--- config.mk ---
export PLATFORM = sky130hd
export DESIGN_NAME = ripple_add_seq
export DESIGN_NICKNAME = d
export VERILOG_FILES = /design/src/rtl/ripple_add_seq.sv
export SDC_FILE = /design/constraint.sdc
export NUM_CORES = 1
export LEC_CHECK = 0
export CAP_MARGIN = 0
export CORE_UTILIZATION = 25
export CTS_BUF_LIST = sky130_fd_sc_hd__clkbuf_8
export CTS_CLUSTER_DIAMETER = 100
export DETAILED_ROUTE_END_ITERATION = 8
export HOLD_SLACK_MARGIN = 0.02
export PLACE_DENSITY = 0.53
export SLEW_MARGIN = 0
export SYNTH_ARGS = -nofsm -noshare
export SYNTH_HDL_FRONTEND = slang
export SYNTH_SLANG_ARGS = --single-unit
--- constraint.sdc ---
create_clock -name clk -period 3.4 [get_ports clk]
set_input_delay 0.34 -clock clk [delete_from_list [all_inputs] [get_ports clk]]
set_output_delay 0.34 -clock clk [all_outputs]
set_load 0.005 [all_outputs]
--- src/rtl/ripple_add_seq.sv ---
// ---------------------------------------------------------------------------
// ripple_add_seq : multi-cycle WIDTH-bit adder built around one 4-bit ripple
// carry adder (ripple_CA). One nibble slice is added per clock, least
// significant slice first; the carry between slices lives in carry_reg.
//
// Optional build macro: RIPPLE_ADD_SEQ_SUB_EN
//   When defined, adds input port 'sub'. sub=1 computes a - b (mod 2^WIDTH)
//   with cout = 1 meaning "no borrow". When undefined, addition only.
//
// Ports (top):
//   clk        in   clock, all state changes on the rising edge
//   rst_n      in   synchronous active-low reset
//   in_valid   in   operand request valid
//   in_ready   out  block can accept operands (IDLE and not in reset)
//   a, b       in   WIDTH-bit operands
//   cin        in   carry-in for slice 0
//   sub        in   subtract select (only with RIPPLE_ADD_SEQ_SUB_EN)
//   out_valid  out  result valid (registered)
//   out_ready  in   consumer accepts result
//   sum        out  WIDTH-bit result, held until the next result completes
//   cout       out  carry-out of the top slice
//   busy       out  high while in RUN or DONE (registered)
//
// Ports (ripple_CA):
//   a, b  in 4-bit addends, ci in carry-in, s out 4-bit sum, co out carry-out
// ---------------------------------------------------------------------------

module ripple_CA (
   input  logic [3:0] a,
   input  logic [3:0] b,
   input  logic       ci,
   output logic [3:0] s,
   output logic       co
);
   logic [4:0] c;

   assign c[0] = ci;

   genvar gi;
   generate
      for (gi = 0; gi < 4; gi++) begin : g_fa
         assign s[gi]     = a[gi] ^ b[gi] ^ c[gi];
         assign c[gi + 1] = (a[gi] & b[gi]) | (c[gi] & (a[gi] ^ b[gi]));
      end
   endgenerate

   assign co = c[4];
endmodule

module ripple_add_seq #(
   parameter int WIDTH = 16   // multiple of 4, >= 8
) (
   input  logic             clk,
   input  logic             rst_n,
   input  logic             in_valid,
   output logic             in_ready,
   input  logic [WIDTH-1:0] a,
   input  logic [WIDTH-1:0] b,
   input  logic             cin,
`ifdef RIPPLE_ADD_SEQ_SUB_EN
   input  logic             sub,
`endif
   output logic             out_valid,
   input  logic             out_ready,
   output logic [WIDTH-1:0] sum,
   output logic             cout,
   output logic             busy
);
   localparam int NSLICE = WIDTH / 4;
   localparam int CNT_W  = (NSLICE > 1) ? $clog2(NSLICE) : 1;
   localparam logic [CNT_W-1:0] LAST_SLICE = CNT_W'(NSLICE - 1);

   typedef enum logic [1:0] {
      IDLE = 2'd0,
      RUN  = 2'd1,
      DONE = 2'd2
   } state_t;

   state_t           state_reg, state_next;
   logic [CNT_W-1:0] slice_cnt_reg;
   logic             carry_reg;
   logic [WIDTH-1:0] a_sh_reg, b_sh_reg;
   logic [WIDTH-1:0] res_sh_reg;     // partial result, fills from the MSB end
   logic [WIDTH-1:0] sum_reg;        // published result, only updated on completion
   logic             cout_reg;
   logic             out_valid_reg;
   logic             busy_reg;

   logic             load;           // operand handshake this edge
   logic             step;           // one slice is added this edge
   logic             last;           // this slice is the top slice
   logic             sub_eff;        // subtract mode for the op being accepted
   logic             sub_reg;        // subtract mode for the op in flight
   logic [3:0]       add_b;
   logic [3:0]       add_s;
   logic             add_co;

`ifdef RIPPLE_ADD_SEQ_SUB_EN
   assign sub_eff = sub;
`else
   assign sub_eff = 1'b0;
`endif

   // Subtraction is a + ~b + 1: invert each B nibble and seed the carry with 1.
   assign add_b = b_sh_reg[3:0] ^ {4{sub_reg}};
   assign last  = (slice_cnt_reg == LAST_SLICE);

   ripple_CA u_adder (
      .a  (a_sh_reg[3:0]),
      .b  (add_b),
      .ci (carry_reg),
      .s  (add_s),
      .co (add_co)
   );

   // Next-state and handshake decode.
   always_comb begin
      state_next = state_reg;
      load       = 1'b0;
      step       = 1'b0;
      unique case (state_reg)
         IDLE: begin
            if (in_valid) begin
               state_next = RUN;
               load       = 1'b1;
            end
         end
         RUN: begin
            step = 1'b1;
            if (last) begin
               state_next = DONE;
            end
         end
         DONE: begin
            if (out_ready) begin
               state_next = IDLE;
            end
         end
         default: state_next = IDLE;
      endcase
   end

   // State register plus the registered status outputs derived from it.
   always_ff @(posedge clk) begin
      if (!rst_n) begin
         state_reg     <= IDLE;
         out_valid_reg <= 1'b0;
         busy_reg      <= 1'b0;
      end else begin
         state_reg     <= state_next;
         out_valid_reg <= (state_next == DONE);
         busy_reg      <= (state_next != IDLE);
      end
   end

   // Datapath: operand shifters, slice counter, carry and result registers.
   always_ff @(posedge clk) begin
      if (!rst_n) begin
         slice_cnt_reg <= '0;
         carry_reg     <= 1'b0;
         a_sh_reg      <= '0;
         b_sh_reg      <= '0;
         res_sh_reg    <= '0;
         sum_reg       <= '0;
         cout_reg      <= 1'b0;
         sub_reg       <= 1'b0;
      end else begin
         if (load) begin
            a_sh_reg      <= a;
            b_sh_reg      <= b;
            carry_reg     <= sub_eff ? 1'b1 : cin;
            sub_reg       <= sub_eff;
            slice_cnt_reg <= '0;
         end else if (step) begin
            a_sh_reg      <= {4'b0000, a_sh_reg[WIDTH-1:4]};
            b_sh_reg      <= {4'b0000, b_sh_reg[WIDTH-1:4]};
            res_sh_reg    <= {add_s, res_sh_reg[WIDTH-1:4]};
            carry_reg     <= add_co;
            slice_cnt_reg <= slice_cnt_reg + 1'b1;
            // The visible result only changes once the whole word is ready,
            // so sum/cout stay at the previous result while RUN is in progress.
            if (last) begin
               sum_reg  <= {add_s, res_sh_reg[WIDTH-1:4]};
               cout_reg <= add_co;
            end
         end
      end
   end

   assign in_ready  = rst_n && (state_reg == IDLE);
   assign out_valid = out_valid_reg;
   assign busy      = busy_reg;
   assign sum       = sum_reg;
   assign cout      = cout_reg;

endmodule

==> impl_metrics.py <==
metrics = {
    "status": {
        "status": "finished, final reports clean",
    },
    "power_and_ir_drop": {
        "p_per_area_nw_per_um2": 470.5,
        "vdd_drop_max_uv": 217.8,
        "p_sw_share_pct": 27.77,
        "pwr-share-seq_pct": 51.9,
        "p_clk_share_pct": 35.2,
        "finalPower_mw": 1.678,
        "internal_power_mw": 1.212,
        "power.leakage_nw": 1.243,
        "pwr-share-comb_pct": 12.9,
        "power.switching_mw": 0.4661,
    },
    "finish": {
        "design_area_um2": 3567,
        "nNetsFinal": 422,
        "antenna_cells": 0,
        "drive_gt1_share_pct": 8.831,
        "area_growth_syn_to_layout_pct": 28.54,
        "stdcell_count": 525,
        "mostFrequentLayoutCell": "nand2_1",
        "layout_common_cells": "75 x nand2_1, 74 x a21oi_1, 68 x dfxtp_1",
    },
    "critical_path": {
        "crit_fanout": 28,
        "crit_required_ns": 3.06,
        "cp-end-kind": "primary output",
        "crit_path_start_kind": "input pin",
        "critPathKind": "input pin to primary output",
        "crit_arrival_ns": 1.99,
    },
    "global_route": {
        "grt.total_usage_pct": 12.29,
        "antenna_found_initial": 0,
        "grt_pass1_vias": 2237,
        "grt_pass1_wl_um": 10880,
        "overflow": 0,
        "grt_max_degree": 41,
    },
    "die": {
        "floorplan.initialDensity_pct": 25.60,
        "die_w_um": 107.4,
        "io_pins": 57,
        "die_area_um2": 11530,
        "rows": 38,
        "dieHeight_um": 107.4,
        "design.core.area_um2": 10840,
    },
    "clocking": {
        "root_buffer": "clkbuf_8",
        "cts_tree": "built",
        "clock_path_buffers": 2,
        "numCtsBuffers": 9,
        "clkLatencyLatePin_ns": 0.34,
        "clk_pin_slew_ns": 0.08,
        "ctsResizeCount": 0,
        "cts_max_level": 3,
        "postCtsSetupRepairBufs": 0,
        "ctsHoldBuffers": 0,
        "cts.sinks": 68,
    },
    "placement": {
        "dp_cells": 509,
        "place_ws_ns": 1.101,
        "placed_area_um2": 3395,
        "post-dp-hpwl_um": 4355,
        "place.gp.congestion": 0.7789,
        "io_buffers": 56,
    },
    "routing": {
        "wire_per_inst_um": 12.33,
        "drc_errors": 0,
        "ant_nets": 0,
        "dr_total_vias": 2317,
        "routed_via_density": 4.413,
        "highest_layer": "met4",
        "wl_um": 6472,
        "met1_length_um": 3145,
        "wl_met3_um": 334,
        "first_pass_iters": 4,
        "met2_length_um": 2941,
        "drt_iter0_markers": 142,
    },
    "run": {
        "drv_cap": 0,
    },
    "logic_synthesis": {
        "synth_seq_area_share_pct": 49.05,
        "yosys.area_share.adder_pct": 3.336,
        "synth_nets": 379,
        "synthesis.area_um2": 2775,
        "ys_ff_latch": 68,
        "synth_warnings": 0,
        "synth_xor_area_share_pct": 0.3156,
        "synth.distinct_cells": 27,
        "synthMuxAreaShare_pct": 0,
        "syn_inst": 337,
        "yosys-top-cells-area": "dfxtp_1 49%, a21oi_1 13%, nand2_1 10%",
        "postSynthAreaPerCell_um2": 8.235,
        "yosys.area.top_type_share_pct": 49.05,
        "yosysTopAreaCell": "dfxtp_1",
        "synth_compound_area_share_pct": 21.78,
        "yosys.area_share.simple_pct": 18.80,
        "synth_top_family_by_area": "compound AO/OA/AOI/OAI gates",
    },
    "sta": {
        "period_needed_ns": 2.332,
        "rsz0062_at_grt": "false",
        "max_clock_freq_mhz": 428.8,
        "setup_viol": 0,
        "hold_viol": 0,
        "clock_skew_ns": 0.01193,
        "slew-limit-headroom_pct": 43.03,
        "fin_crit_sh_pct": 68.59,
        "setup_slack_ns": 1.068,
        "setup_tns_ns": 0,
        "worst_pin_slew_ns": 0.8546,
        "timing.final.max_slew_violations": 0,
    },
    "hold_path": {
        "hold_path_class": "flop to flop",
    },
}
-- cell type report --
cell class,count,area [µm²]
fill,1202,7273
sequential,68,1361
multi-input combinational,232,1230
timing repair buffer,61,598.1
tap,140,175.2
clock buffer,9,123.9
clock inverter,7,48.80
inverter,8,30.03
-- metrics by stage --
step	utilization [%]	hold slack [ns]
2_1_floorplan	-	0.4304
3_5_place_dp	31.31	0.4447
3_3_place_gp	31.31	0.4400
4_1_cts	32.91	0.4545
5_1_grt	32.91	0.4722
6_report	32.91	0.4477
-- Yosys cell counts --
cell type  number
nand3b_1        1
nand2b_1        1
o21a_1          2
buf_2          14
nor3b_1         2
a21oi_1        74
o221a_2         9
clkbuf_1        9
buf_6           4
nor2_1         18
nor3b_2         1
nand2_1        75
inv_1           8
a211oi_1        5
o21ai_1        10
nor2b_1         9
nor3_1          1
buf_1           2
nand3_1         8
and3b_1         1
ha_1            1
dfxtp_1        68
nor2_2          2
fa_1            4
xnor2_1         1
or3b_1          1
o21ai_0         6
-- power by group through the flow --
stage	clock, mW	sequential [mW]	combinational (mW)
after floorplan	0	0.877	0.151
after global placement	0	0.889	0.219
after detailed placement	0	0.890	0.220
after CTS	0.607	0.872	0.220
after global routing	0.655	0.878	0.243
final	0.590	0.871	0.217
-- path summary, 6_finish.rpt --
path,slack (ns),endpoint,start,cells past startpoint
worst max register to register,1.22,res_sh_reg[15],carry_reg,8
worst min register to register,0.45,sum[2],res_sh_reg[6],2
worst max-delay path,1.07,in_ready,rst_n,5
worst min-delay path,0.45,sum[2],res_sh_reg[6],2
-- metal layers --
metal,global-route usage [%],up-vias
li1,-,1215
met1,15.61,1047
met2,19.17,50
met3,4.903,5
met4,3.425,0
met5,0,-
-- cell families (layout without fill, tap and decap cells) --
group / count (synthesis) / in the layout
adders and majority gates: 5 / 5
buffers and inverters: 37 / 85
and+or+nand+nor: 120 / 120
AOI/OAI and AO/OA: 106 / 106
xor gates and xnor gates: 1 / 1
DFF: 68 / 68
-- critical path, cell delays in order --
cell	delay [ns]
clkdlybuf4s50_1	0.45
buf_4	0.28
inv_1	0.09
nor3_1	0.25
clkdlybuf4s50_1	0.56
(Power assumes the default switching activity.)
